==> src/rtl/edg_pkg.sv <==
// Shared definitions for the two-pixel edge-detection frame scheduler.
//   - scheduler state encoding
//   - pixel and pixel-pair widths (RGB666, two pixels per word)
//   - default frame geometry (640x480 as 320 pairs x 480 lines)
//   - is_active(): true while a frame occupies the datapath
package edg_pkg;

    typedef enum logic [1:0] {
        S_IDLE  = 2'd0,
        S_RUN   = 2'd1,
        S_DRAIN = 2'd2,
        S_DONE  = 2'd3
    } state_t;

    localparam int PIX_W  = 18;
    localparam int PAIR_W = 2 * PIX_W;

    localparam int H_PAIRS_DEF = 320;
    localparam int V_LINES_DEF = 480;

    function automatic logic is_active(input state_t s);
        return (s == S_RUN) || (s == S_DRAIN);
    endfunction

endpackage

==> src/rtl/edg_tag_pipe.sv <==
// LAT-deep shift register of {valid, addr} tags that follows each issued
// pixel pair through the fixed-latency edge datapath.
//   clk, reset  : clock, synchronous active-high reset
//   flush       : synchronous clear of every valid bit (abort)
//   push        : a pair is issued this cycle; push_addr is its address
//   out_valid   : tag in the last stage is valid (result on dp_result now)
//   out_addr    : address carried by the last-stage tag
//   empty       : no valid tag in any stage
module edg_tag_pipe #(
    parameter int LAT    = 4,
    parameter int ADDR_W = 18
) (
    input  logic              clk,
    input  logic              reset,
    input  logic              flush,
    input  logic              push,
    input  logic [ADDR_W-1:0] push_addr,
    output logic              out_valid,
    output logic [ADDR_W-1:0] out_addr,
    output logic              empty
);

    logic [LAT-1:0]    vld;
    logic [ADDR_W-1:0] addr [LAT];

    // NOTE: sequential state uses non-blocking assignments so every stage
    // samples the value its neighbour held before the clock edge.
    always_ff @(posedge clk) begin
        if (reset || flush) begin
            vld <= '0;
        end else begin
            vld <= {vld[LAT-2:0], push};
        end
    end

    // NOTE: the address stages carry no reset; they are only observed when
    // the matching valid bit is set, and valids are reset above.
    always_ff @(posedge clk) begin
        addr[0] <= push_addr;
        for (int i = 1; i < LAT; i++) begin
            addr[i] <= addr[i-1];
        end
    end

    assign out_valid = vld[LAT-1];
    assign out_addr  = addr[LAT-1];
    assign empty     = ~|vld;

endmodule

==> src/rtl/edg_frame_sched.sv <==
// Frame-level scheduler for the two-pixel edge-detection datapath.
// Pulls pixel pairs from the frame-buffer read side, issues one pair every
// two clocks to the datapath, tracks each through the datapath latency and
// emits write-back requests in issue order.
//   clk, reset          : clock, synchronous active-high reset
//   start, abort        : begin a frame when idle / flush the current frame
//   in_pix/valid/ready  : pixel-pair input handshake
//   dp_pix, dp_phase    : pair and phase bit presented to the datapath
//   dp_result           : processed pair, LAT clocks after issue
//   wr_en/addr/data     : write-back request for a processed pair
//   busy, done          : frame in progress / one-cycle completion pulse
//   frame_cnt           : completed frames, wraps at 255
module edg_frame_sched
    import edg_pkg::*;
#(
    parameter int H_PAIRS = H_PAIRS_DEF,
    parameter int V_LINES = V_LINES_DEF,
    parameter int LAT     = 4,
    parameter int ADDR_W  = 18
) (
    input  logic              clk,
    input  logic              reset,
    input  logic              start,
    input  logic              abort,
    input  logic [PAIR_W-1:0] in_pix,
    input  logic              in_valid,
    output logic              in_ready,
    output logic [PAIR_W-1:0] dp_pix,
    output logic              dp_phase,
    input  logic [PAIR_W-1:0] dp_result,
    output logic              wr_en,
    output logic [ADDR_W-1:0] wr_addr,
    output logic [PAIR_W-1:0] wr_data,
    output logic              busy,
    output logic              done,
    output logic [7:0]        frame_cnt
);

    // One extra bit so a frame filling the whole address space still counts.
    localparam int CNT_W = ADDR_W + 1;
    localparam logic [CNT_W-1:0]  TOTAL_C  = CNT_W'(H_PAIRS * V_LINES);
    localparam logic [CNT_W-1:0]  LAST_IDX = CNT_W'(H_PAIRS * V_LINES - 1);
    localparam logic [ADDR_W-1:0] H_LAST   = ADDR_W'(H_PAIRS - 1);
    localparam logic [ADDR_W-1:0] H_STEP   = ADDR_W'(H_PAIRS);

    state_t            state, state_nxt;
    logic [CNT_W-1:0]  issued;
    logic [ADDR_W-1:0] pair;
    logic [ADDR_W-1:0] line_base;    // line * H_PAIRS, built by repeated add
    logic              active;
    logic              flush;
    logic              xfer;
    logic              last_xfer;
    logic              tag_valid;
    logic [ADDR_W-1:0] tag_addr;
    logic              tag_empty;

    assign active    = is_active(state);
    assign flush     = abort && active;
    assign in_ready  = (state == S_RUN) && !dp_phase && (issued < TOTAL_C);
    assign xfer      = in_valid && in_ready;
    assign last_xfer = xfer && (issued == LAST_IDX);

    // ---------------- FSM ----------------
    always_ff @(posedge clk) begin
        if (reset) begin
            state <= S_IDLE;
        end else begin
            state <= state_nxt;
        end
    end

    // NOTE: next state gets its default before the case so no path through
    // the block leaves it unassigned (which would infer a latch).
    always_comb begin
        state_nxt = state;
        unique case (state)
            S_IDLE:  if (start && !abort) state_nxt = S_RUN;
            S_RUN:   if (abort)           state_nxt = S_IDLE;
                     else if (last_xfer)  state_nxt = S_DRAIN;
            S_DRAIN: if (abort)           state_nxt = S_IDLE;
                     else if (tag_empty)  state_nxt = S_DONE;
            S_DONE:                       state_nxt = S_IDLE;
            default:                      state_nxt = S_IDLE;
        endcase
    end

    // Phase starts at 0 on entry to RUN and toggles while a frame is active.
    always_ff @(posedge clk) begin
        if (reset) begin
            dp_phase <= 1'b0;
        end else if (active && is_active(state_nxt)) begin
            dp_phase <= ~dp_phase;
        end else begin
            dp_phase <= 1'b0;
        end
    end

    // ---------------- Issue counters ----------------
    always_ff @(posedge clk) begin
        if (reset || flush || (state == S_IDLE && start)) begin
            issued    <= '0;
            pair      <= '0;
            line_base <= '0;
        end else if (xfer) begin
            issued <= issued + CNT_W'(1);
            if (pair == H_LAST) begin
                pair      <= '0;
                line_base <= line_base + H_STEP;
            end else begin
                pair <= pair + ADDR_W'(1);
            end
        end
    end

    always_ff @(posedge clk) begin
        if (reset) begin
            dp_pix <= '0;
        end else if (xfer) begin
            dp_pix <= in_pix;
        end
    end

    always_ff @(posedge clk) begin
        if (reset) begin
            frame_cnt <= '0;
        end else if (state == S_DONE) begin
            frame_cnt <= frame_cnt + 8'd1;
        end
    end

    // ---------------- Tag tracking ----------------
    edg_tag_pipe #(
        .LAT    (LAT),
        .ADDR_W (ADDR_W)
    ) u_tag_pipe (
        .clk       (clk),
        .reset     (reset),
        .flush     (flush),
        .push      (xfer),
        .push_addr (line_base + pair),
        .out_valid (tag_valid),
        .out_addr  (tag_addr),
        .empty     (tag_empty)
    );

    // Write-back fields are gated so they read 0 whenever no request is up.
    assign wr_en   = tag_valid;
    assign wr_addr = tag_valid ? tag_addr  : '0;
    assign wr_data = tag_valid ? dp_result : '0;

    assign busy = active;
    assign done = (state == S_DONE);

endmodule

==> config.mk <==
export PLATFORM = sky130hd
export DESIGN_NAME = edg_frame_sched
export DESIGN_NICKNAME = d
export VERILOG_FILES = /design/src/rtl/edg_pkg.sv /design/src/rtl/edg_tag_pipe.sv /design/src/rtl/edg_frame_sched.sv
export SDC_FILE = /design/constraint.sdc
export NUM_CORES = 1
export LEC_CHECK = 0
export ABC_AREA = 1
export CORE_MARGIN = 5
export CORE_UTILIZATION = 45
export DETAILED_ROUTE_END_ITERATION = 6
export PLACE_DENSITY = 0.85
export SYNTH_ARGS = -nofsm -noshare
export SYNTH_HDL_FRONTEND = slang
export SYNTH_SLANG_ARGS = --single-unit
==> constraint.sdc <==
create_clock -name clk -period 3 [get_ports clk]
set_clock_uncertainty 0.05 [all_clocks]
set_input_delay 0.9 -clock clk [delete_from_list [all_inputs] [get_ports clk]]
set_output_delay 0.9 -clock clk [all_outputs]
set_load 0.02 [all_outputs]
==> out/qor.yml <==
detailed_routing:
  ant_nets: 0
  routed_wl_microns: 15700
  drc: 0
  via_per_inst: 4.82
  vias: 6110
  firstDrtPassIters: 5
  routedWlPerCell_microns: 12.4
  drt-initial-drc-count: 291
yosys:
  ys_async_sr_fraction_pct: 0
  yosysTopAreaCellShare_pct: 50.4
  ys_ff_latch: 172
  synth_top_area_cell: "dfxtp_1"
  synthesis.area_sq_um: 6830
  syn_avg_cell_area_sq_um: 7.72
  synth_edf_count: 0
  synth_cells: 885
  seq_area_frac_synth_pct: 50.4
  synth_most_common_cell: "nand2_1"
  synth_flop_cell: "dfxtp_1"
  ys_types: 41
  synth_common_cells: "236 x nand2_1, 172 x dfxtp_1, 129 x inv_1"
  synthTopCellsByArea: "dfxtp_1 50%, nand2_1 13%, inv_1 7.1%"
  syn-num-nets: 983
  synth_warnings: 0
critical_path:
  crit_buf_inv: 2
  max_stage_delay_ns: 0.65
  critical_path_class: "reg -> out"
  required_ns: 2.05
  arrival_ns: 1.96
  cp-end-kind: "output port"
  cp_slowest_cell: "clkdlybuf4s50_1"
  crit_family: "buffers and inverters"
  cp_cell_sequence: "inv_1, ha_1, clkdlybuf4s50_1"
  start_kind: "flop"
  r2r_setup_slack_ns: 0.54
  cp_max_fo: 5
placed_design:
  place_hpwl_microns: 11400
  gp_congestion: 0.895
  dp_cells: 1234
  port_buffers: 179
floorplanning:
  die_y_microns: 133
  core_area_sq_um: 15000
  row_count: 45
  die_x_microns: 133
  io_pins: 180
  die_area_sq_um: 17700
  start_util_pct: 45.4
global_routing:
  grt_use_total_pct: 17.5
  grt_pass1_wl_microns: 25800
  overflow: 0
  grt_pass1_vias: 5645
  grt_max_degree: 45
  antenna_found_initial: 0
sta:
  slew_headroom_pct: 63.6
  tightest_slew_ns: 0.532
  fmaxAchievable_mhz: 344
  hold_viol: 0
  setup_viol: 0
  fin_crit_sh_pct: 97.0
  setup-tns-final_ns: 0
  slew_viol_final: 0
  rsz0062_at_grt: "no"
  post-route-min-period_ns: 2.91
cts:
  cts_made_buffers: 17
  htreeDepth: 4
  clock-root-buffer: "clkbuf_16"
  clock_latency_ns: 0.42
  cts_sinks: 172
  clk_pin_slew_worst_paths_ns: 0.07
  cts_tree: "done"
  cts_buffer_depth: 2
run:
  max_cap_viol_count: 0
cells_and_area:
  final_util_pct: 62.5
  drive_above_1_share_pct: 5.46
  nets: 1165
  fin_cells: 1268
  area_growth_pct: 37.6
  diodes: 0
pwr:
  p_leak_nw: 4.42
  ir_worst_vdd_mv: 0.276
  p_per_area_nw_per_um2: 487
status:
  status: "finished, final reports clean"
min_path:
  hp-class: "reg -> reg"
-- flip-flops by register name, summed over array words and instances, names as in the netlist --
signal	flops
u_tag_pipe.addr	72
dp_pix	36
issued	19
pair	18
line_base	12
frame_cnt	8
u_tag_pipe.vld	4
state	2
dp_phase	1
-- timing repair --
item                                    4_1_cts  5_1_grt
pin swaps                                     0        0
hold buffers                                  0        0
endpoints found under the setup margin       25       15
setup buffers                                 0        2
resized for setup                            26       13
-- worst paths after layout --
check                                  from                        endpoint  cells past startpoint
max                     state[0]$_SDFF_PP0_                            busy                      3
min          u_tag_pipe.addr[1][14]$_DFF_P_  u_tag_pipe.addr[2][14]$_DFF_P_                      0
max reg2reg             state[1]$_SDFF_PP0_           pair[13]$_SDFFE_PP0P_                     12
min reg2reg  u_tag_pipe.addr[1][14]$_DFF_P_  u_tag_pipe.addr[2][14]$_DFF_P_                      0
-- power breakdown --
group          leakage, nW  internal (mW)  switching, mW
Combinational         2.77          0.151          0.127
Clock                0.264           1.07          0.910
Sequential            1.39           2.30         0.0112
-- layout by cell type (no fill, tap or decap), types with 6 or more instances in the layout --
cell type / n
nand4_1: 8
buf_4: 8
nand3_1: 34
a21oi_1: 86
dlymetal6s2s_1: 12
dfxtp_1: 171
xnor2_1: 7
ha_1: 20
clkdlybuf4s50_1: 142
dlygate4sd2_1: 25
xor2_1: 14
inv_6: 6
nor2_1: 62
nor3_1: 25
o21ai_0: 22
nand2_1: 236
inv_1: 129
clkbuf_16: 17
-- metrics by stage --
| stage | area, sq um | hold slack (ns) | power (mW) | setup slack [ns] |
|---|---|---|---|---|
| after CTS | 9350 | 0.277 | 4.62 | 0.00165 |
| after detailed placement | 8830 | 0.262 | 2.64 | -0.142 |
| after global placement | 8830 | 0.260 | 2.64 | -0.141 |
| after floorplan | 6830 | 0.260 | 2.47 | 0.841 |
| final | 9390 | 0.273 | 4.57 | 0.0912 |
| after global routing | 9390 | 0.280 | 4.75 | 0.00351 |
-- cell families after synthesis --
family                   after synthesis  synth area share, %
AO/OA/AOI/OAI                        127                 10.0
XOR/XNOR                              21                 2.69
adder cells (fa/ha/maj)               21                 3.96
buffers and inverters                159                 8.89
flip-flops                           172                 50.4
AND/OR/NAND/NOR                      385                 24.0
-- area by class of cell --
cell class | instances | area (sq um)
flip-flops and latches | 172 | 3450
clock inverters | 14 | 108
inverters | 133 | 499
repair buffers | 189 | 1890
fillers | 1223 | 5640
clock buffers | 18 | 429
multi-input cells | 554 | 2780
well taps | 188 | 235
-- worst register-to-register path, cell delays in order (launching register included) --
cell     delay (ns)
dfxtp_1        0.33
inv_1          0.17
ha_1           0.24
nor3b_4        0.24
buf_4          0.15
nand3_4        0.24
inv_2          0.23
nand3_2        0.12
nor3_1         0.25
nand3_1        0.16
nand2_1        0.09
nand2_1        0.05
nor2_1         0.08
-- metal layers --
metal | vias to the layer above | GRT usage, % | share of wire, %
li1 | 3149 | - | -
met1 | 2732 | 20.2 | 41
met2 | 202 | 30.5 | 50
met3 | 27 | 4.98 | 7.1
met4 | 0 | 7.03 | 2.3
met5 | - | 0 | 0
Note: power is estimated with default switching activity, not from simulation.
